===== src/rtl/compat_totd_ctrl_pkg.sv =====
// Shared definitions for the 40 MHz compatibility ToTd sequencer: default widths,
// configuration-request FSM states and the 3-phase ENABLE40 step function.
package compat_totd_ctrl_pkg;

   localparam int ADC_W_DEF       = 12;
   localparam int OCC_W_DEF       = 7;
   localparam int FD_W_DEF        = 12;
   localparam int FN_W_DEF        = 12;
   localparam int INT_W_DEF       = 17;
   localparam int FLUSH_TICKS_DEF = 128;
   localparam int DEAD_W          = 16;
   localparam int MISSED_W        = 16;

   typedef enum logic [2:0] {
      ST_IDLE  = 3'd0,
      ST_WAIT  = 3'd1,
      ST_APPLY = 3'd2,
      ST_FLUSH = 3'd3,
      ST_DONE  = 3'd4
   } cfg_state_e;

   // A realign always lands on phase 0; otherwise count 0,1,2,0,...
   function automatic logic [1:0] phase_next(input logic [1:0] phase, input logic sync);
      if (sync || phase == 2'd2) begin
         return 2'd0;
      end
      return phase + 2'd1;
   endfunction

endpackage


===== src/rtl/compat_totd_ctrl_phase_gen.sv =====
// ENABLE40 phase counter derived from CLK120, with SYNC40 realign; TICK40 marks phase 0.
module compat_totd_ctrl_phase_gen
   import compat_totd_ctrl_pkg::*;
(
   input  logic       clk_i,
   input  logic       rst_i,
   input  logic       sync40_i,
   output logic [1:0] enable40_o,
   output logic       tick40_o
);

   logic [1:0] phase_q;

   always_ff @(posedge clk_i) begin
      if (rst_i) begin
         phase_q <= 2'd0;
      end else begin
         phase_q <= phase_next(phase_q, sync40_i);
      end
   end

   assign enable40_o = phase_q;
   assign tick40_o   = (phase_q == 2'd0);

endmodule


===== src/rtl/compat_totd_ctrl.sv =====
// Config sequencer and trigger dead-time gate between the register bank and totd_40mhz:
// atomic config apply on a safe phase, post-apply trigger mask, dead time and missed count.
module compat_totd_ctrl
   import compat_totd_ctrl_pkg::*;
#(
   parameter int ADC_W       = ADC_W_DEF,
   parameter int OCC_W       = OCC_W_DEF,
   parameter int FD_W        = FD_W_DEF,
   parameter int FN_W        = FN_W_DEF,
   parameter int INT_W       = INT_W_DEF,
   parameter int FLUSH_TICKS = FLUSH_TICKS_DEF
)
(
   input  logic                clk120_i,
   input  logic                rst_i,
   input  logic                sync40_i,
   input  logic                cfg_req_i,
   input  logic [3*ADC_W-1:0]  cfg_thres_i,
   input  logic [3*ADC_W-1:0]  cfg_up_i,
   input  logic [2:0]          cfg_trig_en_i,
   input  logic [1:0]          cfg_mult_i,
   input  logic [OCC_W-1:0]    cfg_occ_i,
   input  logic [FD_W-1:0]     cfg_fd_i,
   input  logic [FN_W-1:0]     cfg_fn_i,
   input  logic [INT_W-1:0]    cfg_int_i,
   input  logic [DEAD_W-1:0]   deadtime_i,
   input  logic                missed_clr_i,
   input  logic                trig_i,
   output logic [1:0]          enable40_o,
   output logic [3*ADC_W-1:0]  act_thres_o,
   output logic [3*ADC_W-1:0]  act_up_o,
   output logic [2:0]          act_trig_en_o,
   output logic [1:0]          act_mult_o,
   output logic [OCC_W-1:0]    act_occ_o,
   output logic [FD_W-1:0]     act_fd_o,
   output logic [FN_W-1:0]     act_fn_o,
   output logic [INT_W-1:0]    act_int_o,
   output logic                cfg_busy_o,
   output logic                cfg_ack_o,
   output logic                cfg_ovr_o,
   output logic                trig_o,
   output logic [MISSED_W-1:0] missed_o
);

   localparam int FL_W = $clog2(FLUSH_TICKS + 1);

   logic [1:0]          enable40;
   logic                tick40;
   cfg_state_e          state_q;
   logic [FL_W-1:0]     flush_q;
   logic                busy_q, ack_q, ovr_q;
   logic [3*ADC_W-1:0]  stg_thres_q, stg_up_q, act_thres_q, act_up_q;
   logic [2:0]          stg_en_q, act_en_q;
   logic [1:0]          stg_mult_q, act_mult_q;
   logic [OCC_W-1:0]    stg_occ_q, act_occ_q;
   logic [FD_W-1:0]     stg_fd_q, act_fd_q;
   logic [FN_W-1:0]     stg_fn_q, act_fn_q;
   logic [INT_W-1:0]    stg_int_q, act_int_q;
   logic [DEAD_W-1:0]   dead_q;
   logic [MISSED_W-1:0] missed_q;
   logic                trig_d_q, trig_out_q;
   logic                masked, trig_edge, trig_blocked;

   compat_totd_ctrl_phase_gen u_phase_gen (
      .clk_i      (clk120_i),
      .rst_i      (rst_i),
      .sync40_i   (sync40_i),
      .enable40_o (enable40),
      .tick40_o   (tick40)
   );

   // The datapath window still holds samples judged under the old config while masked.
   assign masked       = (state_q == ST_APPLY) || (state_q == ST_FLUSH);
   assign trig_edge    = trig_i & ~trig_d_q;
   assign trig_blocked = masked || (dead_q != '0);

   always_ff @(posedge clk120_i) begin
      if (rst_i) begin
         state_q     <= ST_IDLE;
         flush_q     <= '0;
         busy_q      <= 1'b0;
         ack_q       <= 1'b0;
         ovr_q       <= 1'b0;
         stg_thres_q <= '0; stg_up_q <= '0; stg_en_q <= '0; stg_mult_q <= '0;
         stg_occ_q   <= '0; stg_fd_q <= '0; stg_fn_q <= '0; stg_int_q  <= '0;
         act_thres_q <= '0; act_up_q <= '0; act_en_q <= '0; act_mult_q <= '0;
         act_occ_q   <= '0; act_fd_q <= '0; act_fn_q <= '0; act_int_q  <= '0;
      end else begin
         ack_q <= 1'b0;
         ovr_q <= cfg_req_i && (state_q != ST_IDLE);
         case (state_q)
            ST_IDLE: begin
               if (cfg_req_i) begin
                  stg_thres_q <= cfg_thres_i; stg_up_q <= cfg_up_i;
                  stg_en_q    <= cfg_trig_en_i; stg_mult_q <= cfg_mult_i;
                  stg_occ_q   <= cfg_occ_i; stg_fd_q <= cfg_fd_i;
                  stg_fn_q    <= cfg_fn_i; stg_int_q <= cfg_int_i;
                  busy_q      <= 1'b1;
                  state_q     <= ST_WAIT;
               end
            end
            ST_WAIT: begin
               // Phase 2 is the last 120 MHz cycle of a 40 MHz period: safe swap point.
               if (enable40 == 2'd2 && dead_q == '0) begin
                  state_q <= ST_APPLY;
               end
            end
            ST_APPLY: begin
               act_thres_q <= stg_thres_q; act_up_q <= stg_up_q;
               act_en_q    <= stg_en_q; act_mult_q <= stg_mult_q;
               act_occ_q   <= stg_occ_q; act_fd_q <= stg_fd_q;
               act_fn_q    <= stg_fn_q; act_int_q <= stg_int_q;
               flush_q     <= FL_W'(FLUSH_TICKS);
               state_q     <= ST_FLUSH;
            end
            ST_FLUSH: begin
               if (flush_q == '0) begin
                  busy_q  <= 1'b0;
                  ack_q   <= 1'b1;
                  state_q <= ST_DONE;
               end else if (tick40) begin
                  flush_q <= flush_q - 1'b1;
               end
            end
            ST_DONE: state_q <= ST_IDLE;
            default: state_q <= ST_IDLE;
         endcase
      end
   end

   always_ff @(posedge clk120_i) begin
      if (rst_i) begin
         trig_d_q   <= 1'b0;
         trig_out_q <= 1'b0;
         dead_q     <= '0;
         missed_q   <= '0;
      end else begin
         trig_d_q   <= trig_i;
         trig_out_q <= trig_edge && !trig_blocked;
         if (trig_edge && !trig_blocked) begin
            dead_q <= deadtime_i;
         end else if (tick40 && dead_q != '0) begin
            dead_q <= dead_q - 1'b1;
         end
         if (missed_clr_i) begin
            missed_q <= MISSED_W'(trig_edge && trig_blocked);
         end else if (trig_edge && trig_blocked && missed_q != '1) begin
            missed_q <= missed_q + 1'b1;
         end
      end
   end

   assign enable40_o    = enable40;
   assign act_thres_o   = act_thres_q;
   assign act_up_o      = act_up_q;
   assign act_trig_en_o = act_en_q;
   assign act_mult_o    = masked ? 2'd0 : act_mult_q;
   assign act_occ_o     = act_occ_q;
   assign act_fd_o      = act_fd_q;
   assign act_fn_o      = act_fn_q;
   assign act_int_o     = act_int_q;
   assign cfg_busy_o    = busy_q;
   assign cfg_ack_o     = ack_q;
   assign cfg_ovr_o     = ovr_q;
   assign trig_o        = trig_out_q;
   assign missed_o      = missed_q;

endmodule


===== config.mk =====
export PLATFORM = sky130hd
export DESIGN_NAME = compat_totd_ctrl
export DESIGN_NICKNAME = d
export VERILOG_FILES = /design/src/rtl/compat_totd_ctrl_pkg.sv /design/src/rtl/compat_totd_ctrl_phase_gen.sv /design/src/rtl/compat_totd_ctrl.sv
export SDC_FILE = /design/constraint.sdc
export NUM_CORES = 1
export LEC_CHECK = 0
export CAP_MARGIN = 20
export CORE_AREA = 2 2 203 145
export DETAILED_ROUTE_END_ITERATION = 6
export DIE_AREA = 0 0 205 147
export PLACE_DENSITY_LB_ADDON = 0.2
export SYNTH_ARGS = -nofsm -noshare
export SYNTH_HDL_FRONTEND = slang
export SYNTH_HIERARCHICAL = 1
export SYNTH_SLANG_ARGS = --single-unit

===== constraint.sdc =====
create_clock -name clk120_i -period 2.3 [get_ports clk120_i]
set_input_delay 0.575 -clock clk120_i [delete_from_list [all_inputs] [get_ports clk120_i]]
set_output_delay 0.575 -clock clk120_i [all_outputs]
set_load 0.02 [all_outputs]

Word level (Yosys, flattened, before mapping)
Cells that the tools add are included.

Bitwise operators: 3. Equality and inequality tests: 10. Add/subtract/negate cells: 4. Muxes and demuxes: 20. Reduce and logical (&&, ||, !) cells: 26.

Operators with widths (number): $mux 16 (2); $add 16x1->16 const B (1); $logic_not 16->1 (1); $mux 8 (2); $ne 16x16->1 const B (1); $pmux 8 s2 (1); $reduce_bool 16->1 (1); $sub 16x1->16 const B (1); $pmux 3 s4 (1); $mux 3 (3); $reduce_and 3->1 (3); $logic_not 8->1 (1); $ne 2x2->1 const B (4); $reduce_bool 2->1 (4); $sub 8x1->8 const B (1); $mux 1 (7); $eq 3x2->1 const B (2); $logic_and 1x1->1 (6); $mux 2 (3); $reduce_or 2->1 (2); $eq 3x1->1 const B (1); $logic_not 3->1 (1); $logic_or 1x1->1 (3); $reduce_bool 3->1 (1); other kinds (9) (10).

Output and inout port bits: 147. Logic and storage cells: 90. Flip-flop bits (word level): 300. Input port bits: 147.

Logic depth before layout (Yosys ltp)
Word-level depth: 7. Gate-level depth with buffers: 9. Gate-level depth less buffers: 7.

Hierarchy
The synthesis kept the hierarchy.

By module, submodules not included: compat_totd_ctrl (cells an instance 1379, area an instance 11076.9 um^2, times used 1, seq. area each 5965.7 um^2); compat_totd_ctrl_phase_gen (cells an instance 8, area an instance 100.1 um^2, times used 1, seq. area each 40.0 um^2).

Least setup slack after synthesis
No wires, ideal clock.

Kind: register -> register. Start: reg u_phase_gen.phase_q[0], in the netlist u_phase_gen/enable40_o[0]. End: reg dead_q[15]. Arrival time: 1.895 ns. Stages on the path, launching flop included: 9. Required time: 2.221 ns. Slack: 0.326 ns. Cell sequence: dfxtp_1 > inv_1 > ha_1 > buf_2 > or3b_2 > nor3_4 > nand4_1 > xor2_1 > a211oi_2.

Word-level cells in the longest chain between the ends: 3.

Ends and longest elaborated chain: from (decl) (line compat_totd_ctrl_phase_gen.sv:12) `logic [1:0] phase_q;`; from (signal assigned) (line compat_totd_ctrl_phase_gen.sv:18) `phase_q <= phase_next(phase_q, sync40_i);`; $logic_not 2->1 (line compat_totd_ctrl_phase_gen.sv:23) `assign tick40_o = (phase_q == 2'd0);`; named net tick40 (line compat_totd_ctrl.sv:48) `logic tick40;`; $logic_and 1x1->1 (line compat_totd_ctrl.sv:142) `end else if (tick40 && dead_q != '0) begin`; $reduce_bool 2->1 (no source line); to (signal assigned) (line compat_totd_ctrl.sv:141) `dead_q <= deadtime_i;`; to (signal assigned) (line compat_totd_ctrl.sv:143) `dead_q <= dead_q - 1'b1;`; to (decl) (line compat_totd_ctrl.sv:59) `logic [DEAD_W-1:0] dead_q;`.

The timed path passes the listed nets, and every way through them passes these cells. A chain may end at the register's enable or synchronous reset.

Worst setup path in the final report
Start: reg u_phase_gen.phase_q[0], in the netlist u_phase_gen/enable40_o[0]. End: out enable40_o[0].

RTL lines: to (decl) (line compat_totd_ctrl.sv:29) `output logic [1:0] enable40_o,`.

No word-level cell between the ends.

==> metrics list <==
- Result of the run: complete, no violations
* Leakage power figure: around 0.0054 µW
- In the synthesized netlist the dominant register cell turns out to be sky130_fd_sc_hd__dfxtp_1.
* PwrDens: around 780 mW/mm²
- The signal on the critical path passes through clkdlybuf4s50_1.
- Once the floorplan was initialized, standard cells occupied approximately two fifths of the core.
- The worst pin sits at a relative slew slack of a little over half.
- Summed over all layers, the global routing overflow is 0.
- Average cell area after synthesis: around 8.1 µm²
* Yosys warns: 6
- The net count of the finished layout is around 1800.
* Ant. Diodes: 0
- Final setup violation count: 0
* Number of clock buffers inserted by TritonCTS: 30
- The count of endpoints failing hold in the final timing report was 0.
- Proportion of layout cells with a drive suffix above 1: under 10%
- Clock transition at path regs: about 0.06 ns
* Area inside the core boundary: between 0.02 and 0.03 mm²
- Most repeated cell in the gate-level netlist after synthesis: sky130_fd_sc_hd__nand2_1
- Synthesis produced 1387 cells.
- The finished cells cover approximately 0.016 mm².
- Largest net degree at the start of global routing: around 140
* Final estimated routing congestion in global placement: 0.898
- Height of the chip: 147 µm
* Standard-cell row count: between 50 and 60
- Placement-stage cell area: 0.0146 mm²
- Biggest area contributors in the synthesized netlist: sky130_fd_sc_hd__dfxtp_1, sky130_fd_sc_hd__nand2_1, sky130_fd_sc_hd__a21oi_1
- The first global-routing pass estimated 48900 µm of wire.
* Post-DR vias/cell: 4.93
- In this run, synthesis produced a sequential element count of 300.
- Library cell occupying the most area in the post-synthesis netlist: sky130_fd_sc_hd__dfxtp_1
- Setup repair after global routing left no endpoint under its margin.
- Family with the most delay on the worst path: buffers and inverters
* Global-route track usage on met3: approximately 7.3%
- I/O pins: about 290
* First drt pass iteration count: 5
* Share of the synthesized area in the top cell type: a little over half
- Launching element type of the critical path: flip-flop
- CTS built an H-tree with a depth of 1.
- The routed design has a little over 30000 µm of wire.
- Counting I/O delays and the setup requirement, the final critical path takes 2.24 ns.
- In this run the clock root is driven by a sky130_fd_sc_hd__clkbuf_16.
* Vias after detailed routing: just over 10000
- The worst-case IR drop observed on VDD is roughly 0.51 mV.
- The clock reaches the later pin of the worst-skew pair after ~0.56 ns.
* Total negative slack for setup checks: 0 ns
- Iteration-0 DRC count of the detailed router: slightly above 500
* Slowest stage delay, CP: 0.66 ns
- GR Layer Usage met1: between 20 and 30%
* Most frequent cells after synthesis: sky130_fd_sc_hd__nand2_1, sky130_fd_sc_hd__dfxtp_1, sky130_fd_sc_hd__a21oi_1
- Based on the critical path, the design can be clocked at up to about 450 MHz.
* Transition time of the tightest slew-check pin: between 0.6 and 0.7 ns
* Input/output buffers: about 290
- The floorplan step defined a die boundary enclosing around 0.03 mm².
- Met2 track utilization from global routing: between 30% and 40%
- Number of antenna violations at the first check in global routing: 2
- Counting flops with a built-in enable in the synthesized netlist gives 0.
- Maximum buffer depth of the clock tree: 3
- Class of the most critical setup path: reg2out
- Final Skew: around 0.013 ns
- Net count after synthesis: around 1500
- Share of flip-flops with an asynchronous set or reset after synthesis: 0%
- Final hold analysis gives a worst-case slack of 0.270 ns.
* Area growth from synthesis to layout: 39.4%
- Together, buffers and inverters on the worst path number 1.
- Kind of capture point of the worst setup path: output port
- Post-synthesis sequential area ratio: 53.7%
* TritonCTS clock tree: done
- Of all nets on the critical path, the largest fanout is 4.
* Most used routing layer in global routing: met2
* Data required, critical path: between 1.5 and 2 ns
- In this run the horizontal extent of the chip is 205 µm.
* Worst path arrival time: approximately 1.7 ns
* Number of sinks handled by clock tree synthesis: 300
- Count of final max-slew check failures: 0
- Critical-path top delay cell: sky130_fd_sc_hd__clkdlybuf4s50_1
- After clock tree synthesis, the setup repair step added 0 buffers.
- Post-detail-place hpwl: approximately 20000 µm
- For this run, design rule violations remaining after detail routing come to 0.
- The detail route stage leaves a number of antenna-violating nets equal to 0.
* Average wire per cell in the routed design: approximately 15 µm
* Global router's overall resource usage: 19.9%
- Final critical-path share of the clock period: between 90% and 100%
- Max Cap Violations: 0
* Vias in the first global route: 9402
- Number of distinct library cell variants in the gate-level netlist after synthesis: 57
- Worst min-delay path class: in2reg
- Post-Synthesis Cell Area: about 0.011 mm²
routing by layer:
layer,vias up,part of all wire [%]
met2,250,44
met4,4,1.5
met5,-,0.087
met3,45,8.7
met1,4701,46
li1,5101,-
layout by cell type, fill, tap and decap left out, drive strengths merged, types with 2 or more instances in the layout:
master / instances
a211oi: 3
a21oi: 274
a2bb2oi: 3
a31oi: 3
and2: 8
and3: 6
and4: 2
buf: 29
bufinv: 2
clkbuf: 39
clkdlybuf4s50: 289
clkinv: 13
dfxtp: 300
dlygate4sd2: 2
ha: 7
inv: 7
mux2: 2
mux2i: 2
nand2: 535
nand2b: 4
nand3: 13
nand4: 8
nor2: 21
nor2b: 3
nor3: 10
nor3b: 2
nor4: 7
nor4b: 5
o211ai: 3
o21ai: 8
o21bai: 3
o31ai: 9
or3: 3
or4: 14
xnor2: 5
xor2: 12
worst register-to-register path: cells and delay by family, from the launching register on:
kind / cells / cell delay (ns)
compound gates: 2 / 0.34
fa+ha+maj: 1 / 0.20
buf+inv: 2 / 0.24
simple gates: 3 / 0.87
flops: 1 / 0.40
final cells by class:
type                       instances  area, µm²
fill                            2701      12800
sequential                       300       6010
multi-input combinational        986       4780
timing repair buffer             322       3300
clock buffer                      38        841
tap                              378        473
clock inverter                    16        148
inverter                           7       26.3
sequential cells by signal, indices dropped and copies added, names as in the netlist, 3 cells and up:
register	cells
act_fn_o	12
flush_q	8
stg_int_q	17
act_up_o	36
missed_o	16
stg_up_q	36
act_fd_o	12
act_int_o	17
stg_thres_q	36
dead_q	16
stg_fd_q	12
act_trig_en_o	3
act_thres_o	36
stg_en_q	3
stg_fn_q	12
stg_occ_q	7
state_q	3
act_occ_o	7
path summary, 6_finish.rpt:
kind / startpoint / endpoint / slack [ns] / depth (start not counted)
worst min register to register: stg_thres_q[21] / act_thres_o[21] / 0.45 / 2
worst max register to register: dead_q[0] / missed_o[4] / 0.17 / 8
worst min-delay path: rst_i / missed_o[0] / 0.27 / 2
worst max-delay path: u_phase_gen/enable40_o[0] / enable40_o[0] / 0.06 / 1
metrics by stage:
| stage | total power (µW) | util (%) | setup slack [ns] | instances |
|---|---|---|---|---|
| final | 12100 | 54.9 | 0.0571 | 2047 |
| after global routing | 12700 | 54.9 | 0.00468 | 2047 |
| after CTS | 12200 | 54.8 | 0.0381 | 2046 |
| after detailed placement | 7340 | 51.3 | 0.0402 | 1992 |
| after global placement | 7300 | 51.3 | 0.0984 | 1992 |
| after floorplan | 6750 | - | 0.326 | 1387 |
power breakdown:
group          total [µW]  switching [µW]  leakage (µW)  internal [µW]
clock                4850            2050      0.000498           2800
combinational        1630             845       0.00250            788
sequential           5620             197       0.00244           5430
total               12100            3090       0.00544           9020
what timing repair did:
action	4_1_cts	5_1_grt
cloned	0	1
hold buffers	0	0
pin swaps	0	1
resized for setup	2	4
endpoints found under the setup margin	2	9
cells by family after synthesis:
kind of cell	after synthesis	share of synthesized area [%]
flops	300	53.7
simple gates	646	25.0
buf+inv	102	3.94
xor+xnor	17	1.33
fa+ha+maj	7	0.784
mux	4	0.381
compound gates	311	14.9
Power figures use the tool's default switching activity.
